## src/rtl/id_ex_skid_stage.sv

```systemverilog
// id_ex_skid_stage: two-entry skid buffer between decode and execute.
// Ports: clk, reset (sync, active-high), flush, in_valid/in_ready,
//   RD1/RD2/IMM/DataSource/ALUOp/WriteSelect/WriteEnable _IN and _OUT,
//   out_valid/out_ready. Optional STAGE_PERF_CNT_EN adds stall_cnt,
//   bubble_cnt, flush_cnt (32-bit saturating event counters).
module id_ex_skid_stage #(
   parameter int DATA_W     = 32,
   parameter int IMM_W      = 16,
   parameter int REG_ADDR_W = 5,
   parameter int ALUOP_W    = 3
) (
   input  logic                  clk,
   input  logic                  reset,
   input  logic                  flush,
   input  logic                  in_valid,
   output logic                  in_ready,
   input  logic [DATA_W-1:0]     RD1_IN,
   input  logic [DATA_W-1:0]     RD2_IN,
   input  logic [IMM_W-1:0]      IMM_IN,
   input  logic                  DataSource_IN,
   input  logic [ALUOP_W-1:0]    ALUOp_IN,
   input  logic [REG_ADDR_W-1:0] WriteSelect_IN,
   input  logic                  WriteEnable_IN,
   output logic                  out_valid,
   input  logic                  out_ready,
   output logic [DATA_W-1:0]     RD1_OUT,
   output logic [DATA_W-1:0]     RD2_OUT,
   output logic [IMM_W-1:0]      IMM_OUT,
   output logic                  DataSource_OUT,
   output logic [ALUOP_W-1:0]    ALUOp_OUT,
   output logic [REG_ADDR_W-1:0] WriteSelect_OUT,
   output logic                  WriteEnable_OUT
`ifdef STAGE_PERF_CNT_EN
   ,
   output logic [31:0]           stall_cnt,
   output logic [31:0]           bubble_cnt,
   output logic [31:0]           flush_cnt
`endif
);

   typedef struct packed {
      logic [DATA_W-1:0]     rd1;
      logic [DATA_W-1:0]     rd2;
      logic [IMM_W-1:0]      imm;
      logic                  ds;
      logic [ALUOP_W-1:0]    aluop;
      logic [REG_ADDR_W-1:0] ws;
      logic                  we;
   } bundle_t;

   typedef enum logic [1:0] {
      EMPTY = 2'd0,
      ONE   = 2'd1,
      TWO   = 2'd2
   } state_t;

   state_t  state, state_n;
   bundle_t main_q, skid_q, in_b;
   logic    rdy_q;
   logic    in_xfer, out_xfer;
   logic    load_main, load_skid, skid_mv;

   assign in_b = '{
      rd1:   RD1_IN,
      rd2:   RD2_IN,
      imm:   IMM_IN,
      ds:    DataSource_IN,
      aluop: ALUOp_IN,
      ws:    WriteSelect_IN,
      we:    WriteEnable_IN
   };

   // Ready is registered; the reset gate keeps it low while reset is
   // held, yet the register itself resets to 1 so the stage accepts
   // in the very first cycle after release.
   assign in_ready  = rdy_q & ~reset;
   assign out_valid = (state != EMPTY);
   assign in_xfer   = in_valid & in_ready;
   assign out_xfer  = out_valid & out_ready;

   always_comb begin
      state_n   = state;
      load_main = 1'b0;
      load_skid = 1'b0;
      skid_mv   = 1'b0;
      unique case (state)
         EMPTY: begin
            if (in_xfer) begin
               load_main = 1'b1;
               state_n   = ONE;
            end
         end
         ONE: begin
            if (in_xfer && out_xfer) begin
               load_main = 1'b1;
            end else if (in_xfer) begin
               load_skid = 1'b1;
               state_n   = TWO;
            end else if (out_xfer) begin
               state_n   = EMPTY;
            end
         end
         TWO: begin
            if (out_xfer) begin
               skid_mv = 1'b1;
               state_n = ONE;
            end
         end
         default: state_n = EMPTY;
      endcase
      // Flush discards held entries and any bundle arriving this cycle.
      if (flush) begin
         state_n   = EMPTY;
         load_main = 1'b0;
         load_skid = 1'b0;
         skid_mv   = 1'b0;
      end
   end

   always_ff @(posedge clk) begin
      if (reset) begin
         state  <= EMPTY;
         rdy_q  <= 1'b1;
         main_q <= '0;
         skid_q <= '0;
      end else begin
         state <= state_n;
         rdy_q <= (state_n != TWO);
         if (load_main) begin
            main_q <= in_b;
         end else if (skid_mv) begin
            main_q <= skid_q;
         end
         if (load_skid) begin
            skid_q <= in_b;
         end
      end
   end

   assign RD1_OUT         = main_q.rd1;
   assign RD2_OUT         = main_q.rd2;
   assign IMM_OUT         = main_q.imm;
   assign DataSource_OUT  = main_q.ds;
   assign ALUOp_OUT       = main_q.aluop;
   assign WriteSelect_OUT = main_q.ws;
   // A bubble must never write the register file.
   assign WriteEnable_OUT = main_q.we & out_valid;

`ifdef STAGE_PERF_CNT_EN
   always_ff @(posedge clk) begin
      if (reset) begin
         stall_cnt  <= '0;
         bubble_cnt <= '0;
         flush_cnt  <= '0;
      end else begin
         if (out_valid && !out_ready && stall_cnt != '1) begin
            stall_cnt <= stall_cnt + 32'd1;
         end
         if (!out_valid && bubble_cnt != '1) begin
            bubble_cnt <= bubble_cnt + 32'd1;
         end
         if (flush && flush_cnt != '1) begin
            flush_cnt <= flush_cnt + 32'd1;
         end
      end
   end
`endif

endmodule

```

## config.mk

```make
export PLATFORM = sky130hd
export DESIGN_NAME = id_ex_skid_stage
export DESIGN_NICKNAME = d
export VERILOG_FILES = /design/src/rtl/id_ex_skid_stage.sv
export SDC_FILE = /design/constraint.sdc
export NUM_CORES = 1
export LEC_CHECK = 0
export ABC_CLOCK_PERIOD_IN_PS = 3200
export BUFFER_PORTS_ARGS = -buffer_cell sky130_fd_sc_hd__buf_2
export CORE_MARGIN = 3
export CORE_UTILIZATION = 56
export DETAILED_ROUTE_END_ITERATION = 6
export PLACE_DENSITY = 0.83
export SYNTH_ARGS = -nofsm -noshare
export SYNTH_HDL_FRONTEND = slang
export SYNTH_SLANG_ARGS = --single-unit
```

## constraint.sdc

```tcl
create_clock -name clk -period 3.2 [get_ports clk]
set_input_delay 0.64 -clock clk [delete_from_list [all_inputs] [get_ports clk]]
set_output_delay 0.64 -clock clk [all_outputs]
set_load 0.1 [all_outputs]
```

Yosys cells after proc, flatten, opt, wreduce, memory -nomap -nowiden
Index checks and enable logic that the tools add are counted.
{ "word_totals": {"out_inout_bits": 92, "regBits": 183, "elab_cells": 47} }
{ "classes": {"eq_ne": 3, "muxes": 19, "n_reduce_logical": 4, "n_bitwise": 5} }
{ "op_table": {"columns": ["cell", "count"], "rows": [
  ["$mux 90", 2],
  ["$mux 2", 6],
  ["$mux 1", 9],
  ["$pmux 2 s3", 1],
  ["$and 1x1->1", 4],
  ["$reduce_bool 2->1", 2],
  ["$eq 2x1->1 const B", 1],
  ["$eq 2x2->1 const B", 1],
  ["$logic_not 2->1", 1],
  ["$ne 2x2->1 const B", 1],
  ["$pmux 1 s2", 1],
  ["$logic_and 1x1->1", 1],
  ["$not 1->1", 1]
]} }

Logic depth before layout (Yosys ltp)
{ "logic_depth": {"depth_word": 8, "depth_mapped": 7, "mapped_depth_nobuf": 3} }

Worst setup path before layout
Ideal clock, no wire load.
{ "synth_timing": {"path_kind": "input to output", "start": "in reset", "end": "out in_ready", "arrival_ps": 2272, "stages": 3, "required_time_ps": 2560, "slack_ps": 288, "path_buffers": 2, "cell_sequence": "buf_6 clkbuf_1 nor2b_1"} }
{ "synth_via": {"elab_chain_cells": 2} }
{ "synth_lines": {"columns": ["item", "line", "rtl"], "rows": [
  ["from (decl)", "13", "input logic reset,"],
  ["$not 1->1", "76", "assign in_ready = rdy_q & ~reset;"],
  ["$and 1x1->1", "76", null],
  ["to (decl)", "16", "output logic in_ready,"]
]} }
No other way between the ends.

Worst setup path in the final report
{ "layout_timing": {"start": "reg state[1]", "end": "out WriteEnable_OUT"} }
{ "layout_via": {"elab_chain_cells": 2} }
{ "layout_lines": {"columns": ["item", "line", "rtl"], "rows": [
  ["from (decl)", "57", "state_t state, state_n;"],
  ["from (signal assigned)", "127", "state <= state_n;"],
  ["$reduce_bool 2->1", "77", "assign out_valid = (state != EMPTY);"],
  ["$and 1x1->1", "147", "assign WriteEnable_OUT = main_q.we & out_valid;"],
  ["to (decl)", "32", "output logic WriteEnable_OUT"]
]} }
No other way between the ends.

==> flow_summary_export.csv <==
group,metric,value,unit
critical_path,path_cells,"or2_2 -> and2_1 -> buf_2",
synthesis,yosysSeqAreaShare,40.2,%
final_layout,multi_input_area,0.00429,mm²
timing,max_freq,425,MHz
grt,grt_antenna_before_repair,1,
timing,worst_hold_slack,0.470,ns
timing,drv_slew,0,
grt,grt_max_degree,182,
clock_network,tritoncts,"yes",
timing,setup_viol,0,
route,num_vias,8121,
final_layout,fillCellCount,1373,
synthesis,synth_area_leaders,"dfxtp_1 (40%), a311oi_2 (15%), nand2_1 (7.5%)",
critical_path,worstPathArrival,1.71,ns
route,wl_per_cell,18.7,µm
final_layout,layout-drive-gt1-share,31.1,%
floorplan,ioPinCount,187,
clock_network,htree_levels,4,
floorplan,core_region_area,0.0159,mm²
clock_network,cts_setup_buffers,0,
critical_path,critPathCapture,"WriteEnable_OUT",
critical_path,crit_fanout,8,
critical_path,critical_path_buf_inv_count,1,
grt,grt_pass1_wl,38.4,mm
timing,period_minus_slack,2.35,ns
critical_path,slowest_delay,0.54,ns
critical_path,cp-end-kind,"output pin",
synthesis,ys_ff_latch,183,
route,routed_wirelength,23.9,mm
timing,hold_violations,0,
clock_network,clock_latency,0.43,ns
timing,tightest_slew,1.08,ns
floorplan,num_rows,46,
synthesis,synthesis.area,0.00911,mm²
critical_path,r2r_end,"RD2_OUT[2]",
placed_design,hpwlAfterDp,13.1,mm
final_layout,seq_area,0.00366,mm²
synthesis,synthCells,1052,
grt,met1_usage,34.5,%
floorplan,initial_core_util,57.4,%
worst_hold_path,min_path_type,"reg -> reg",
status,outcome,"finished, final reports clean",
final_layout,finalInstanceArea,0.00994,mm²
timing,timing.final.ws_setup,0.846,ns
grt,overflow,0,
critical_path,crit_path_start,"state[1]",
power_and_ir_drop,irDropWorstVdd,0.000349,V
clock_network,cts.sinks,183,
flow_run,cap_violations,0,
route,drc,0,
critical_path,rr_worst_depth,4,
grt,gr-usage-all-layers,25.8,%
floorplan,fp.dieH,134,µm
placed_design,pre_cts_ws,0.472,ns
final_layout,area_delta_synth_final,9.10,%
synthesis,synth_cell_types,26,
route,drt_pass1_iterations,6,
clock_network,root_buffer,"clkbuf_16",
grt,met3_usage,5.48,%
clock_network,cts_buffer_depth,2,
floorplan,die-width,134,µm
critical_path,cp.required,2.56,ns
critical_path,timing.rr.start,"state[0]",
timing,skew,0.00718,ns
placed_design,io_buffers,186,
critical_path,critPathTopFamily,"flip-flops",
route,first_iter_violations,804,
critical_path,crit_slowest_cell,"dfxtp_1",
placed_design,placed_area,0.00933,mm²
power_and_ir_drop,finalPower,5.50,mW
worst_hold_path,whs_path_depth,2,
synthesis,synth_fp_nets,1147,
synthesis,yosysTopAreaCell,"dfxtp_1",
power_and_ir_drop,leakage,3.32,nW
final_layout,diodes,0,
clock_network,post_cts_resized,0,
timing,setup_tns,0,ns
critical_path,rrSetupSlack,1.08,ns
timing,period_share,73.6,%
critical_path,cp.depth,3,
final_layout,fin_nets,1148,
route,ant_nets,0,
synthesis,yosys_warnings,0,
grt,top_usage_layer,"met2",
critical_path,critPathKind,"reg -> out",
clock_network,cts_hold_buf,0,
critical_path,critPathLaunchType,"flip-flop",
power_and_ir_drop,p_per_area,553,mW/mm²
timing,rsz0062_at_grt,"no",
grt,met2_usage,41.9,%
floorplan,die-area,0.0178,mm²
clock_network,cts.clk_slew.worst_paths,0.06,ns
route,via_per_inst,6.33,
grt,grt_pass1_vias,7681,
synthesis,syn_area_per_cell,8.66,µm²
clock_network,cts_inserted_buffers,17,
placed_design,routabilityCongestion,0.763,
synthesis,synth_top_area_share,40.2,%
timing,max_slew_margin,28.1,%
sequential cells by signal, summed over array words and instances, names as in the netlist, 2 cells and up:
name / count
ALUOp_OUT: 3
RD1_OUT: 32
IMM_OUT: 16
WriteSelect_OUT: 5
skid_q: 90
state: 2
RD2_OUT: 32
where the power goes:
group          internal (mW)  switching, mW  total, mW  leakage (nW)
Sequential              2.34         0.0374       2.38          1.49
Combinational          0.189          0.754      0.944          1.54
Clock                   1.26          0.913       2.17         0.295
synth_stat cells (all sizes together):
library cell,number
dfxtp,183
nand2,182
clkbuf,111
buf,108
a21oi,90
a311oi,90
nand4,90
nor4,90
o21ai,90
a2111o,2
nand4bb,2
nor2b,2
nor4bb,2
a2111oi,1
and2,1
inv,1
mux2i,1
nand2b,1
nand3b,1
o41ai,1
or2,1
or3,1
or3b,1
worst min-delay path by stage:
stage,from,end,slack [ns]
after detailed placement,skid_q[23],skid_q[23],0.46
after global placement,skid_q[13],skid_q[13],0.46
after floorplan,skid_q[0],skid_q[0],0.45
final,skid_q[34],skid_q[34],0.47
after global routing,RD1_IN[26],skid_q[84],0.46
after CTS,RD1_IN[11],skid_q[69],0.46
cells by family after synthesis:
family | count (synthesis) | synth area share (%)
buffers and inverters | 220 | 13.6
AOI/OAI and AO/OA | 274 | 25.2
and+or+nand+nor | 374 | 20.9
muxes | 1 | 0.110
DFF | 183 | 40.2
metal layers:
metal | vias up | wire length [µm]
li1 | 3827 | -
met1 | 3890 | 10300
met2 | 363 | 11300
met3 | 39 | 1830
met4 | 2 | 385
met5 | - | 13
worst reg2reg max path: stages, from the launching register on:
cell and delay (ns):
dfxtp_1 0.50, nand4bb_4 0.20, buf_4 0.81, nand2_1 0.24, a311oi_2 0.29
per-stage QoR:
step	util [%]	instances
after floorplan	-	1052
after global placement	58.7	1250
after detailed placement	58.7	1250
after CTS	62.6	1282
after global routing	62.6	1282
final	62.6	1282
cells in the final DEF (no fill, tap or decap), types with 12 or more instances in the layout:
cell,synthesis,layout
a21oi_1,90,90
a311oi_2,90,90
buf_2,5,184
buf_4,89,12
clkbuf_16,0,17
dfxtp_1,183,183
nand2_1,182,182
nand4_1,90,90
nor4_1,90,90
o21ai_0,90,90
layout make-up:
cell class / instances / share of cell area [%]
Timing Repair Buffer: 201 / 11.1
Clock buffer: 19 / 4.46
Clock inverter: 13 / 1.72
Inverter: 1 / 0.0378
Multi-Input combinational cell: 649 / 43.1
Sequential cell: 183 / 36.8
Tap cell: 216 / 2.72
Note: power is estimated with default switching activity, not from simulation.
